**config.mk**
```make
export PLATFORM = sky130hd
export DESIGN_NAME = priority_arbiter_rr_flat
export DESIGN_NICKNAME = d
export VERILOG_FILES = /design/src/rtl/priority_pkg.sv /design/src/rtl/priority_arbiter_rr_if.sv /design/src/rtl/priority_arbiter_rr_search.sv /design/src/rtl/priority_arbiter_rr.sv /design/src/flat_wrapper.sv
export SDC_FILE = /design/constraint.sdc
export NUM_CORES = 1
export LEC_CHECK = 0
export CAP_MARGIN = 10
export CORE_ASPECT_RATIO = 1.1
export CORE_UTILIZATION = 48
export CTS_CLUSTER_SIZE = 24
export DETAILED_ROUTE_END_ITERATION = 8
export HOLD_SLACK_MARGIN = 0.15
export PLACE_DENSITY_LB_ADDON = 0.12
export SYNTH_ARGS = -nofsm -noshare
export SYNTH_HDL_FRONTEND = slang
export SYNTH_SLANG_ARGS = --single-unit
```
**constraint.sdc**
```tcl
create_clock -name clk -period 3.2 [get_ports clk]
set_clock_uncertainty 0.15 [all_clocks]
set_input_delay 0.32 -clock clk [delete_from_list [all_inputs] [get_ports clk]]
set_output_delay 0.32 -clock clk [all_outputs]
set_load 0.01 [all_outputs]
```
**src/rtl/priority_pkg.sv**
```systemverilog
// Shared definitions for the priority/round-robin arbiter.
//   MODE_FIXED / MODE_RR : arbitration mode selectors
//   state_t              : grant FSM encoding
//   clog2                : elaboration-time ceil(log2) used for code/index widths
package priority_pkg;

    localparam int MODE_FIXED = 0;
    localparam int MODE_RR    = 1;

    typedef enum logic {
        IDLE  = 1'b0,
        GRANT = 1'b1
    } state_t;

    // Smallest r with (1 << r) >= v; returns 0 for v <= 1.
    function automatic int clog2(input int v);
        int r;
        r = 0;
        for (int i = 0; i < 31; i++) begin
            if ((1 << i) < v) r = i + 1;
        end
        return r;
    endfunction

endpackage

```
**src/rtl/priority_arbiter_rr_if.sv**
```systemverilog
// Request/grant bundle between request sources, the arbiter and the grant consumer.
//   n_en         : active-low enable
//   req_n[N]     : active-low request lines
//   grant_ready  : consumer accepts the current grant
//   grant_valid  : grant_code/grant_onehot hold a valid grant
//   grant_code   : winning index + 1, 0 = none
//   grant_onehot : one-hot of the winning index, 0 = none
//   et           : registered enable status
// slave modport = arbiter side, master modport = driver/consumer side.
interface priority_arbiter_rr_if #(
    parameter int N = 7
);
    localparam int CW = priority_pkg::clog2(N + 1);

    logic          n_en;
    logic [N-1:0]  req_n;
    logic          grant_ready;
    logic          grant_valid;
    logic [CW-1:0] grant_code;
    logic [N-1:0]  grant_onehot;
    logic          et;

    modport slave (
        input  n_en, req_n, grant_ready,
        output grant_valid, grant_code, grant_onehot, et
    );

    modport master (
        output n_en, req_n, grant_ready,
        input  grant_valid, grant_code, grant_onehot, et
    );

endinterface

```
**src/rtl/priority_arbiter_rr_search.sv**
```systemverilog
// prio_search: combinational winner search over a candidate vector.
//   cand[N] : candidate bits
//   ptr     : round-robin pointer (ignored in fixed mode)
//   found   : any candidate set
//   idx     : winning index
//   onehot  : one-hot of idx, 0 when nothing found
// The vector is rotated so that bit ptr-1 lands on the top position, the
// highest set bit is taken, and the result is rotated back. With ptr=0 this
// degenerates to plain highest-index priority.
module prio_search
    import priority_pkg::*;
#(
    parameter int N    = 7,
    parameter int MODE = MODE_FIXED,
    parameter int IW   = clog2(N)
) (
    input  logic [N-1:0]  cand,
    input  logic [IW-1:0] ptr,
    output logic          found,
    output logic [IW-1:0] idx,
    output logic [N-1:0]  onehot
);

    logic [IW-1:0] base;
    logic [N-1:0]  rot;
    logic [IW-1:0] jw;
    logic [IW:0]   ks;

    assign base = (MODE == MODE_RR) ? ptr : '0;

    always_comb begin
        rot    = '0;
        jw     = '0;
        found  = 1'b0;
        ks     = '0;
        // rot[j] = cand[(base + j) mod N]; rot[N-1] is cand[base-1]
        for (int j = 0; j < N; j++) begin
            ks = {1'b0, base} + (IW+1)'(j);
            if (ks >= (IW+1)'(N)) ks = ks - (IW+1)'(N);
            rot[j] = cand[ks[IW-1:0]];
        end
        // last hit wins, so this yields the highest set rotated position
        for (int j = 0; j < N; j++) begin
            if (rot[j]) begin
                jw    = IW'(j);
                found = 1'b1;
            end
        end
        ks = {1'b0, base} + {1'b0, jw};
        if (ks >= (IW+1)'(N)) ks = ks - (IW+1)'(N);
        idx    = ks[IW-1:0];
        onehot = found ? (N'(1) << idx) : '0;
    end

endmodule

```
**src/rtl/priority_arbiter_rr.sv**
```systemverilog
// priority_arbiter_rr: registered arbiter over N active-low request lines.
//   clk, rst : clock, asynchronous active-high reset
//   bus      : request/grant bundle (slave side)
// Requests are latched into sticky pending bits; one grant at a time is
// offered on a valid/ready handshake and, when accepted, the next winner is
// loaded in the same edge so a busy request set yields one grant per cycle.
module priority_arbiter_rr
    import priority_pkg::*;
#(
    parameter int N    = 7,
    parameter int MODE = MODE_FIXED
) (
    input  logic                  clk,
    input  logic                  rst,
    priority_arbiter_rr_if.slave  bus
);

    localparam int CW = clog2(N + 1);
    localparam int IW = clog2(N);

    state_t        state;
    logic [N-1:0]  pending;
    logic [IW-1:0] ptr;
    logic [IW-1:0] win_idx;

    logic [N-1:0]  new_req;
    logic [N-1:0]  clr;
    logic [N-1:0]  pend_nx;
    logic          accept;
    logic [IW-1:0] s_ptr;
    logic          s_found;
    logic [IW-1:0] s_idx;
    logic [N-1:0]  s_onehot;

    assign new_req = bus.n_en ? '0 : ~bus.req_n;
    assign accept  = (state == GRANT) && bus.grant_ready;
    assign clr     = accept ? bus.grant_onehot : '0;
    // set wins over clear: an accepted line still requesting stays pending
    assign pend_nx = (pending & ~clr) | new_req;

    // In IDLE pend_nx equals pending|new, and after an accept it is exactly
    // the remaining candidate set, so one search serves both cases. The
    // search already sees the pointer that this accept will commit.
    assign s_ptr = (MODE == MODE_RR && accept) ? win_idx : ptr;

    prio_search #(
        .N    (N),
        .MODE (MODE),
        .IW   (IW)
    ) u_search (
        .cand   (pend_nx),
        .ptr    (s_ptr),
        .found  (s_found),
        .idx    (s_idx),
        .onehot (s_onehot)
    );

    always_ff @(posedge clk or posedge rst) begin
        if (rst) begin
            state            <= IDLE;
            pending          <= '0;
            ptr              <= '0;
            win_idx          <= '0;
            bus.grant_valid  <= 1'b0;
            bus.grant_code   <= '0;
            bus.grant_onehot <= '0;
            bus.et           <= 1'b0;
        end else begin
            bus.et <= ~bus.n_en;
            if (bus.n_en) begin
                // disable aborts any grant; ptr is deliberately kept
                state            <= IDLE;
                pending          <= '0;
                bus.grant_valid  <= 1'b0;
                bus.grant_code   <= '0;
                bus.grant_onehot <= '0;
            end else begin
                pending <= pend_nx;
                if (accept && MODE == MODE_RR) ptr <= win_idx;
                if (state == IDLE || accept) begin
                    if (s_found) begin
                        state            <= GRANT;
                        win_idx          <= s_idx;
                        bus.grant_valid  <= 1'b1;
                        bus.grant_code   <= CW'(s_idx) + CW'(1);
                        bus.grant_onehot <= s_onehot;
                    end else begin
                        state            <= IDLE;
                        bus.grant_valid  <= 1'b0;
                        bus.grant_code   <= '0;
                        bus.grant_onehot <= '0;
                    end
                end
            end
        end
    end

endmodule

```
**src/flat_wrapper.sv**
```systemverilog
// flat-port wrapper written by rule: the top's interface ports become plain ports
module priority_arbiter_rr_flat import priority_pkg::*;
#(
    parameter int N    = 7,
    parameter int MODE = MODE_FIXED
)
  (clk, rst, bus_n_en, bus_req_n, bus_grant_ready, bus_grant_valid, bus_grant_code, bus_grant_onehot, bus_et);
  priority_arbiter_rr_if #(.N(N)) bus_i ();
  input  logic clk;
  input  logic rst;
  input wire logic [$bits(bus_i.n_en)-1:0] bus_n_en;
  input wire logic [$bits(bus_i.req_n)-1:0] bus_req_n;
  input wire logic [$bits(bus_i.grant_ready)-1:0] bus_grant_ready;
  output wire logic [$bits(bus_i.grant_valid)-1:0] bus_grant_valid;
  output wire logic [$bits(bus_i.grant_code)-1:0] bus_grant_code;
  output wire logic [$bits(bus_i.grant_onehot)-1:0] bus_grant_onehot;
  output wire logic [$bits(bus_i.et)-1:0] bus_et;
  assign bus_i.n_en = bus_n_en;
  assign bus_i.req_n = bus_req_n;
  assign bus_i.grant_ready = bus_grant_ready;
  assign bus_grant_valid = bus_i.grant_valid;
  assign bus_grant_code = bus_i.grant_code;
  assign bus_grant_onehot = bus_i.grant_onehot;
  assign bus_et = bus_i.et;
  priority_arbiter_rr #(.N(N), .MODE(MODE)) u_core (.clk(clk), .rst(rst), .bus(bus_i));
endmodule
```
==> reports/results.txt, run 1 <==
Status: finished clean
Synth cell count leaders: dfrtp_1 (19), nor2_1 (15), a32o_1 (7), ha_1 (7)
Setup violations, final: 0
Max-slew violation count: 0
Core footprint: 2000 sq um
CTS HTree Levels: 1
Pleak: 0.660 nW
Synth unique cells: 26
Ys async rst share: 1.00
Pin count of the biggest net entering global routing: 20
Post-synthesis sequential area ratio: 0.471
Max cap viols: 0
CP Class: input port to flip-flop
P per Cell Area: 435 nW/um^2
R2R cell count: 12
Slowest library cell on the worst path: clkdlybuf4s50_1
Crit path required time: 3250 ps
Ports: 23
Util after Layout: 0.699
CTS tree: done
Filler instances: 171
PortBufs: 22
Ys flop type: dfrtp_1
Max rail drop VDD: 327 uV
Synth warn: 0
Slew @ Worst Pin: 722 ps
Vias in the first global route: 894
Syn_area_per_cell: 10.3 sq um
1st-iter DRT viols: 13
Initial Util: 0.504
Via Count: 850
Via density per instance: 5.18
Total CTS buffers: 3
Worst flop-to-flop path endpoint: u_core.bus.grant_code[2]$_DFFE_PP0P_
EDFF count, synth: 0
First-pass GRT wire length: 3840 um
Hpwl dp: 1700 um
Endpoint class of the critical path: flip-flop
Post-layout min period: 3080 ps
Clk buf depth: 2
Hold crit path type: input port to asynchronous set/reset pin
Slowest cell delay on critical path: 470 ps
Die Y: 50.1 um
Endpoints failing hold: 0
Top cell type by total area after synthesis: dfrtp_1
Synthesis-to-finish area growth: 38.6%
Clock-pin slew on the worst setup and hold paths: 110 ps
Reg-to-Reg Start: u_core.bus.grant_valid$_DFFE_PP0P_
Nets: 155
Post-Syn Area: 1010 sq um
Routed WL: 2250 um
Top delay family on crit path: adder cells
Initial antenna violation count: 0
Drt drc: 0
Crit-path most repeated cell: ha_1
Most frequent cell after synthesis: dfrtp_1
Post-CTS Setup Inserts: 0
DR WL/cell: 13.7 um
Overall power: 608 uW
Setup TNS: 0 ps
Chip Width: 45.7 um
Clock sinks: 19
Max Fclk: 325 MHz
Crit path arrival time: 3130 ps
Total Routing Usage GR: 0.238
DR pass1 iterations: 4
Ant diodes: 0
CP startpoint kind: input port
Die area: 2290 sq um
Antenna viol nets, final: 0
Worst-Skew Late Latency: 300 ps
CP Max Fanout: 5
Row count: 17
Total nets after synthesis: 116
Dominant cells by area after synthesis: dfrtp_1 (47%), ha_1 (8.7%), a32o_1 (6.9%)
CP Cell Sequence: clkdlybuf4s50_1 -> buf_4 -> nor2_1 -> a21oi_1 -> o211a_1 -> or2_2 -> inv_1 -> ha_1 -> ha_4 -> mux2_2 -> ha_1 -> ha_1 -> inv_1 -> a22o_1
Layout cells sized above 1: 0.228
GPL Wtd Cong: 0.819
Crit path buffers/inverters: 4
Post-synthesis cell count: 98
Slew margin rel.: 0.518
Flops & latches, synth: 19
R2r setup slk: 190 ps
GRT overflow: 0
Top cell type's share of synthesized area: 0.471
Tcrit/Tclk final: 0.962
Root buf cell: clkbuf_4
## metal layers
metal,global-route usage,vias up,wire length (um)
li1,-,424,-
met1,0.294,395,977
met2,0.386,27,1110
met3,0.0293,4,109
met4,0.132,0,55
met5,0,-,0
## cell usage in the layout, fill, tap and decap left out
| cell | n |
|---|---|
| nor2_1 | 14 |
| dlygate4sd2_1 | 1 |
| a22o_1 | 3 |
| o21ai_0 | 3 |
| nand3_1 | 6 |
| clkdlybuf4s50_1 | 21 |
| nor2_2 | 1 |
| o311a_1 | 1 |
| o211a_1 | 1 |
| buf_4 | 17 |
| dfrtp_1 | 18 |
| ha_1 | 6 |
| a32o_1 | 7 |
| nor3_1 | 1 |
| or2_2 | 1 |
| mux2_2 | 2 |
| a21oi_2 | 3 |
| and2_1 | 2 |
| nand3_2 | 2 |
| a21oi_1 | 5 |
| a21o_1 | 2 |
| inv_1 | 6 |
| mux2i_1 | 1 |
| nand2b_1 | 1 |
| clkbuf_4 | 3 |
| clkbuf_1 | 1 |
| nand2_1 | 4 |
| ha_4 | 1 |
| or3_1 | 1 |
| dfrtp_2 | 1 |
## logic make-up after synthesis
kind of cell               after synthesis  share of synthesized area
buffers and inverters                   11                     0.0571
DFF                                     19                      0.471
AOI/OAI and AO/OA                       25                      0.196
adders and majority gates                7                     0.0868
muxes                                    3                     0.0323
and+or+nand+nor                         33                      0.156
## worst register-to-register path: cells and delay by family, from the launching register on
kind	cells	cell delay, ps
compound gates	3	620
fa+ha+maj	4	820
buf+inv	2	90
flops	1	460
mux	1	350
simple gates	2	410
## power breakdown
group / internal (mW) / switching [mW] / leakage, nW
Sequential: 0.261 / 0.0150 / 0.249
Clock: 0.0486 / 0.0753 / 0.0150
Combinational: 0.115 / 0.0937 / 0.396
Total: 0.424 / 0.184 / 0.660
## cell type report
class                      instances  area [sq um]  share of cell area
tap                               28          35.0              0.0251
inverter                           6          22.5              0.0161
clock buffer                       4          26.3              0.0188
sequential                        19           477               0.341
timing repair buffer              39           347               0.248
multi-input combinational         68           490               0.351
## through the flow
stage / instances / instance area [sq um] / hold WS (ps) / setup slack [ps]
finish: 164 / 1400 / 270 / 122
global route: 164 / 1400 / 379 / -1.81
CTS: 164 / 1380 / 299 / 63.2
detailed placement: 160 / 1360 / 334 / -346
global placement: 160 / 1360 / 328 / -288
floorplan: 98 / 1010 / 121 / 208
## what timing repair did
action                                  in CTS  in global routing
gates cloned                                 0                  0
endpoints found under the setup margin       2                  5
pin swaps                                    0                  0
resized for setup                            1                  4
endpoints found under the hold margin        0                  0
hold buffers                                 0                  0
## sequential cells by signal (all words and copies together), names as in the netlist
register,flops
u_core.bus.grant_onehot,7
u_core.pending,7
u_core.bus.grant_code,3
u_core.bus.et,1
u_core.bus.grant_valid,1
## worst max-delay path by stage
stage / cells past startpoint / slack (ps) / to / start
detailed placement: 13 / -350 / u_core.bus.grant_code[2]$_DFFE_PP0P_ / bus_grant_ready
global route: 14 / -2 / u_core.bus.grant_code[2]$_DFFE_PP0P_ / bus_n_en
global placement: 13 / -290 / u_core.bus.grant_onehot[0]$_DFFE_PP0P_ / bus_grant_ready
finish: 14 / 120 / u_core.bus.grant_code[2]$_DFFE_PP0P_ / bus_n_en
CTS: 12 / 60 / u_core.bus.grant_code[2]$_DFFE_PP0P_ / u_core.bus.grant_valid$_DFFE_PP0P_
floorplan: 13 / 210 / u_core.bus.grant_code[2]$_DFFE_PP0P_ / u_core.bus.grant_valid$_DFFE_PP0P_
Note: power is estimated with default switching activity, not from simulation.
==> run 2: changes to the inputs <==
CAP_MARGIN = 40   (was 10)
==> results of run 2 <==
No change in the layout: final DEF, timing and power equal those of run 1.
